==> src/rtl/verdict_collector.sv <==
// verdict_collector: timestamps active monitor output cycles, buffers snapshots
// in a FIFO and drains them as variable-length 64-bit word records.
`default_nettype none

module verdict_collector #(
    parameter int NUM_OUT = 4,
    parameter int DEPTH   = 8
) (
    input  logic                  clk,
    input  logic                  rst,
    input  logic                  en,
    input  logic [NUM_OUT*64-1:0] out_data,
    input  logic [NUM_OUT-1:0]    out_aktv,
    output logic [63:0]           m_data,
    output logic                  m_valid,
    input  logic                  m_ready,
    output logic                  m_last,
    output logic                  overflow,
    output logic [15:0]           drop_cnt
);

    localparam int c_AW = $clog2(DEPTH);
    localparam int c_IW = (NUM_OUT > 1) ? $clog2(NUM_OUT) : 1;

    localparam logic [1:0] c_IDLE = 2'd0;
    localparam logic [1:0] c_TS   = 2'd1;
    localparam logic [1:0] c_MASK = 2'd2;
    localparam logic [1:0] c_DATA = 2'd3;

    localparam logic [c_AW:0] c_PTR_ONE = {{c_AW{1'b0}}, 1'b1};

    logic [63:0]           ts_q;
    logic [c_AW:0]         wr_ptr_q;
    logic [c_AW:0]         rd_ptr_q;
    logic [1:0]            state_q;
    logic [1:0]            state_d;
    logic [c_IW-1:0]       idx_q;
    logic [c_IW-1:0]       idx_d;
    logic                  overflow_q;
    logic [15:0]           drop_cnt_q;

    logic [63:0]           mem_ts_q   [DEPTH];
    logic [NUM_OUT-1:0]    mem_aktv_q [DEPTH];
    logic [NUM_OUT*64-1:0] mem_data_q [DEPTH];
    logic [15:0]           mem_drop_q [DEPTH];

    logic [c_AW-1:0]       w_rd_addr;
    logic [c_AW-1:0]       w_wr_addr;
    logic [63:0]           w_head_ts;
    logic [NUM_OUT-1:0]    w_head_aktv;
    logic [NUM_OUT*64-1:0] w_head_data;
    logic [15:0]           w_head_drop;
    logic [63:0]           w_mask_word;
    logic [c_AW:0]         w_count;
    logic                  w_empty;
    logic                  w_full;
    logic                  w_xfer;
    logic                  w_pop;
    logic                  w_push_req;
    logic                  w_push;
    logic                  w_drop;
    logic                  w_more_after_pop;
    logic [c_IW-1:0]       w_first_idx;
    logic [c_IW-1:0]       w_next_idx;
    logic                  w_has_next;

    assign w_rd_addr   = rd_ptr_q[c_AW-1:0];
    assign w_wr_addr   = wr_ptr_q[c_AW-1:0];
    assign w_head_ts   = mem_ts_q[w_rd_addr];
    assign w_head_aktv = mem_aktv_q[w_rd_addr];
    assign w_head_data = mem_data_q[w_rd_addr];
    assign w_head_drop = mem_drop_q[w_rd_addr];

    assign w_count = wr_ptr_q - rd_ptr_q;
    assign w_empty = (wr_ptr_q == rd_ptr_q);
    assign w_full  = (wr_ptr_q[c_AW] != rd_ptr_q[c_AW]) &&
                     (wr_ptr_q[c_AW-1:0] == rd_ptr_q[c_AW-1:0]);

    assign w_xfer     = m_valid && m_ready;
    assign w_pop      = (state_q == c_DATA) && w_xfer && !w_has_next;
    assign w_push_req = en && (|out_aktv);
    // A full FIFO still takes the snapshot when the head leaves on this edge.
    assign w_push     = w_push_req && (!w_full || w_pop);
    assign w_drop     = w_push_req && !w_push;
    assign w_more_after_pop = (w_count != c_PTR_ONE) || w_push;

    always_comb begin
        w_first_idx = '0;
        w_next_idx  = '0;
        w_has_next  = 1'b0;
        for (int i = NUM_OUT - 1; i >= 0; i--) begin
            if (w_head_aktv[i]) begin
                w_first_idx = c_IW'(i);
            end
            if (w_head_aktv[i] && (i > int'(idx_q))) begin
                w_next_idx = c_IW'(i);
                w_has_next = 1'b1;
            end
        end
    end

    always_comb begin
        w_mask_word                = '0;
        w_mask_word[NUM_OUT-1:0]   = w_head_aktv;
        w_mask_word[47:32]         = w_head_drop;
    end

    always_comb begin
        state_d = state_q;
        idx_d   = idx_q;
        case (state_q)
            c_IDLE: begin
                if (!w_empty || w_push) begin
                    state_d = c_TS;
                end
            end
            c_TS: begin
                if (w_xfer) begin
                    state_d = c_MASK;
                end
            end
            c_MASK: begin
                if (w_xfer) begin
                    state_d = c_DATA;
                    idx_d   = w_first_idx;
                end
            end
            c_DATA: begin
                if (w_xfer) begin
                    if (w_has_next) begin
                        idx_d = w_next_idx;
                    end else begin
                        state_d = w_more_after_pop ? c_TS : c_IDLE;
                    end
                end
            end
            default: state_d = c_IDLE;
        endcase
    end

    always_comb begin
        m_data = '0;
        case (state_q)
            c_TS:    m_data = w_head_ts;
            c_MASK:  m_data = w_mask_word;
            c_DATA:  m_data = w_head_data[{idx_q, 6'b0} +: 64];
            default: m_data = '0;
        endcase
    end

    assign m_valid  = (state_q != c_IDLE);
    assign m_last   = (state_q == c_DATA) && !w_has_next;
    assign overflow = overflow_q;
    assign drop_cnt = drop_cnt_q;

    always_ff @(posedge clk or negedge rst) begin
        if (!rst) begin
            ts_q       <= '0;
            wr_ptr_q   <= '0;
            rd_ptr_q   <= '0;
            state_q    <= c_IDLE;
            idx_q      <= '0;
            overflow_q <= 1'b0;
            drop_cnt_q <= '0;
        end else begin
            if (en) begin
                ts_q <= ts_q + 64'd1;
            end
            if (w_push) begin
                wr_ptr_q <= wr_ptr_q + c_PTR_ONE;
            end
            if (w_pop) begin
                rd_ptr_q <= rd_ptr_q + c_PTR_ONE;
            end
            state_q <= state_d;
            idx_q   <= idx_d;
            if (w_drop) begin
                overflow_q <= 1'b1;
                if (drop_cnt_q != 16'hFFFF) begin
                    drop_cnt_q <= drop_cnt_q + 16'd1;
                end
            end
        end
    end

    // Storage needs no reset: entries are only read between valid pointers.
    always_ff @(posedge clk) begin
        if (w_push) begin
            mem_ts_q[w_wr_addr]   <= ts_q;
            mem_aktv_q[w_wr_addr] <= out_aktv;
            mem_data_q[w_wr_addr] <= out_data;
            mem_drop_q[w_wr_addr] <= drop_cnt_q;
        end
    end

endmodule

`default_nettype wire

==> config.mk <==
export PLATFORM = sky130hd
export DESIGN_NAME = verdict_collector
export DESIGN_NICKNAME = d
export VERILOG_FILES = /design/src/rtl/verdict_collector.sv
export SDC_FILE = /design/constraint.sdc
export NUM_CORES = 2
export LEC_CHECK = 0
export ABC_AREA = 1
export CORE_MARGIN = 2
export CORE_UTILIZATION = 55
export CTS_CLUSTER_SIZE = 20
export DETAILED_ROUTE_END_ITERATION = 7
export PLACE_DENSITY = 0.72
export REMOVE_ABC_BUFFERS = 1
export SKIP_CTS_REPAIR_TIMING = 1
export SLEW_MARGIN = 20
export SYNTH_ARGS = -nofsm -noshare
export SYNTH_HDL_FRONTEND = slang
export SYNTH_SLANG_ARGS = --single-unit
==> constraint.sdc <==
create_clock -name clk -period 82.9 [get_ports clk]
set_clock_uncertainty 0.2 [all_clocks]
set_input_delay 16.58 -clock clk [delete_from_list [all_inputs] [get_ports clk]]
set_output_delay 16.58 -clock clk [all_outputs]
set_load 0.05 [all_outputs]
==> Flow_metrics.wiki <==
{| class="wikitable"
! Metric !! Value
|-
| Hpwl dp || 143,000 µm
|-
| ANT nets after route || 0
|-
| Crit start category || register
|-
| Number of antenna violations at the first check in global routing || 35
|-
| Largest fanout on the critical path || 225
|-
| FILL cells || 14.4k
|-
| Share of the clock period used by the worst path after layout || 28.4%
|-
| Arrival time of the worst setup path || 6.73 ns
|-
| Clk buf depth || 4
|-
| Via density per instance || 6.27
|-
| Overall die area || 205,000 µm²
|-
| Clk Tree Root Cell || sky130_fd_sc_hd__clkbuf_16
|-
| FF+latch count, synth || 2,813
|-
| Inserted Clock Buffers || 300
|-
| DRC viols || 0
|-
| Final-stage net count || 8,567
|-
| Share of the yosys chip area belonging to registers || 75.9%
|-
| Final hold violation count || 0
|-
| Count of different cell masters after synthesis || 38
|-
| Pin slew with the least headroom to its limit || 1.20 ns
|-
| Worst reg2reg setup slack || 74.67 ns
|-
| Most frequent cell on the critical path || sky130_fd_sc_hd__buf_4
|-
| GRT Util Overall || 27.3%
|-
| Share of power burned in combinational logic || 31.5%
|-
| Synth Cell Area || 111,000 µm²
|-
| Flop pwr share || 40.5%
|-
| Router iterations before antenna repair || 7
|-
| Status || finished clean
|-
| Sum of overflow across all layers after global routing || 0
|-
| WS Path Type || reg2out
|-
| Crit path cell chain || inv_8, buf_4, buf_12, buf_4, o21ai_0, o221ai_1, o211ai_1, nand3_1, nand2_1, a21oi_1, clkdlybuf4s50_1
|-
| Proportion of layout cells with a drive suffix above 1 || 6.27%
|-
| Clock latency at the later pin of the worst-skew pair || 0.94 ns
|-
| Non-Filler Instances || 11.2k
|-
| Clock-pin transition on the worst setup and hold timing paths || 0.06 ns
|-
| Vias in the first global route || 69.2k
|-
| Wire length of the first global-routing pass || 425,000 µm
|-
| Max-slew headroom at the worst pin || 20.0%
|-
| Area inside the core boundary || 200,000 µm²
|-
| Max rail drop VDD || 35.7 µV
|-
| Via count || 70.1k
|-
| Switching share of power || 36.1%
|-
| Final critical delay including setup and external delays || 23.51 ns
|-
| Dominant synthesized flop cell || sky130_fd_sc_hd__edfxtp_1
|-
| Yosys Warn Count || 0
|-
| Switching component of the power || 1.63 mW
|-
| Worst Reg2Reg Path Length in Cells || 16
|-
| Slew Viols, Final || 0
|-
| EDFF count, synth || 2,720
|-
| Synthesized area divided by synthesized cell count || 13.6 µm²
|-
| Power per cell area || 36.1 nW/µm²
|-
| Starting utilization of the core area || 55.4%
|-
| Floorplan row count || 164
|-
| Ports || 347
|-
| Internal power || 2.89 mW
|-
| Violation count after the first detailed-routing iteration || 8,215
|-
| Area growth from synthesis to layout || 13.2%
|-
| Hold Path Cell Cnt || 1
|-
| Static power due to leakage || 39.5 nW
|-
| Clock tree from TritonCTS || done
|-
| Setup crit end kind || primary output
|-
| Top cell type's share of synthesized area || 73.8%
|-
| Number of levels the H-tree was split into || 5
|-
| Die Height || 453 µm
|-
| Async S/R FF share, synth || 3.31%
|-
| Peak clock frequency supported by timing || 42.5 MHz
|-
| Number of placed instances, taps included || 10.6k
|-
| Final weighted congestion of routability-driven global placement || 0.895
|-
| Number of clock sinks || 2,813
|-
| Highest cell delay on the worst timing path || 0.87 ns
|-
| Port buffer count || 346
|-
| Cell type of the slowest stage on the worst timing path || sky130_fd_sc_hd__clkdlybuf4s50_1
|-
| Cell count after synthesis || 8,120
|-
| Number of max-capacitance violations reported || 0
|-
| Tightest Hold Check Type || reg2reg
|-
| Worst hold margin || 0.294 ns
|-
| Leading cell type by number of instances after synthesis || sky130_fd_sc_hd__edfxtp_1
|-
| Power share of the clock group || 28.0%
|-
| Final setup vio count || 0
|-
| Critical path required time || 66.12 ns
|-
| Final routed wire length divided by cell count || 25.4 µm
|-
| List of most frequent post-synthesis cells || sky130_fd_sc_hd__edfxtp_1 (2,720), sky130_fd_sc_hd__nor2_1 (1,531), sky130_fd_sc_hd__o21ai_0 (1,372)
|-
| Total negative setup slack || 0 ns
|-
| Cell type with the highest aggregate area in the netlist || sky130_fd_sc_hd__edfxtp_1
|-
| Total wire length after detailed routing || 284,000 µm
|-
| Setup repair after global routing missed its margin || false
|-
| Die outline width || 453 µm
|-
| Maximum number of pins on one net before global-route repair || 226
|-
| Cell types with the largest area share after synthesis || sky130_fd_sc_hd__edfxtp_1 (74%), sky130_fd_sc_hd__o21ai_0 (6.2%), sky130_fd_sc_hd__nor2_1 (5.2%)
|}
[routing by layer]
metal | wire length (µm) | track usage (%) | vias to the layer above
li1 | - | - | 31100
met1 | 113000 | 37.8 | 35200
met5 | 202 | 0 | -
met3 | 24600 | 4.87 | 533
met2 | 136000 | 43.6 | 3273
met4 | 10300 | 10.6 | 32
[logic make-up after synthesis]
kind of cell	count (synthesis)	synth area share [%]
AND/OR/NAND/NOR	2113	7.59
AO/OA/AOI/OAI	2390	12.9
buffers and inverters	710	2.78
flip-flops	2813	75.9
adder cells (fa/ha/maj)	12	0.142
XOR/XNOR	82	0.649
[metrics by stage]
stage | power, mW | instance area, µm² | utilization [%] | setup WS, ns
finish | 4.52 | 125000 | 62.7 | 59.39
global route | 4.73 | 125000 | 62.7 | 59.06
CTS | 4.53 | 125000 | 62.6 | 58.81
detailed placement | 3.27 | 116000 | 58.0 | 59.84
global placement | 3.23 | 116000 | 58.0 | 59.99
floorplan | 2.99 | 108000 | - | -15.13
[worst paths after layout]
| kind | startpoint | to |
|---|---|---|
| worst max-delay path | rd_ptr_q[0]$_DFFE_PN0P_ | m_data[52] |
| worst min-delay path | wr_ptr_q[3]$_DFFE_PN0P_ | wr_ptr_q[3]$_DFFE_PN0P_ |
| worst max register to register | rd_ptr_q[0]$_DFFE_PN0P_ | mem_data_q[1][142]$_DFFE_PP_ |
| worst min register to register | wr_ptr_q[3]$_DFFE_PN0P_ | wr_ptr_q[3]$_DFFE_PN0P_ |
| max in group asynchronous | rst | rd_ptr_q[1]$_DFFE_PN0P_ |
| min in group asynchronous | rst | wr_ptr_q[3]$_DFFE_PN0P_ |
[cells in the final DEF (no fill, tap or decap), types with 3 or more instances in the layout]
cell and n:
sky130_fd_sc_hd__a21oi_1 68, sky130_fd_sc_hd__buf_12 17, sky130_fd_sc_hd__buf_4 86, sky130_fd_sc_hd__bufinv_16 21, sky130_fd_sc_hd__clkbuf_1 69, sky130_fd_sc_hd__clkbuf_16 305
sky130_fd_sc_hd__clkbuf_8 6, sky130_fd_sc_hd__clkdlybuf4s50_1 345, sky130_fd_sc_hd__clkinv_1 57, sky130_fd_sc_hd__clkinv_2 45, sky130_fd_sc_hd__clkinvlp_4 6, sky130_fd_sc_hd__dfrtp_1 89
sky130_fd_sc_hd__dfrtp_4 3, sky130_fd_sc_hd__diode_2 22, sky130_fd_sc_hd__edfxtp_1 2720, sky130_fd_sc_hd__ha_1 8, sky130_fd_sc_hd__ha_4 3, sky130_fd_sc_hd__inv_1 120
sky130_fd_sc_hd__inv_2 5, sky130_fd_sc_hd__inv_6 6, sky130_fd_sc_hd__inv_8 4, sky130_fd_sc_hd__nand2_1 286, sky130_fd_sc_hd__nand3_1 199, sky130_fd_sc_hd__nand3b_1 3
sky130_fd_sc_hd__nand4_1 36, sky130_fd_sc_hd__nor2_1 1522, sky130_fd_sc_hd__nor2_4 11, sky130_fd_sc_hd__nor3_1 35, sky130_fd_sc_hd__nor4_1 11, sky130_fd_sc_hd__o211ai_1 254
sky130_fd_sc_hd__o21ai_0 1372, sky130_fd_sc_hd__o21ai_1 86, sky130_fd_sc_hd__o221ai_1 374, sky130_fd_sc_hd__o22ai_1 232, sky130_fd_sc_hd__xnor2_1 29, sky130_fd_sc_hd__xor2_1 53
[final cells by class]
cell class	count	area [µm²]	share of cell area, %
multi-input cells	4597	23700	18.9
repair buffers	450	4490	3.59
clock buffers	380	7970	6.37
well taps	2656	3320	2.65
flip-flops and latches	2813	84000	67.1
clock inverters	138	1200	0.955
inverters	129	509	0.407
diodes	22	55.1	0.0439
[worst max-delay path, delay by kind of cell, from the launching register on]
family,cells,cell delay (ns)
AO/OA/AOI/OAI,4,0.88
buffers and inverters,5,3.63
flip-flops,1,0.76
AND/OR/NAND/NOR,2,0.22
[sequential cells by signal, summed over array words and instances (netlist names)]
signal      cells
mem_data_q   2048
state_q         2
idx_q           2
rd_ptr_q        4
overflow        1
ts_q           64
drop_cnt       16
mem_drop_q    128
mem_ts_q      512
mem_aktv_q     32
wr_ptr_q        4
[power groups by stage]
stage	clock network, mW	registers, mW	logic (mW)
after global placement	0	1.85	1.38
after detailed placement	0	1.86	1.41
after global routing	1.34	1.85	1.54
after CTS	1.28	1.83	1.42
after floorplan	0	2.05	0.942
final	1.27	1.83	1.42
Note: power is estimated with default switching activity, not from simulation.
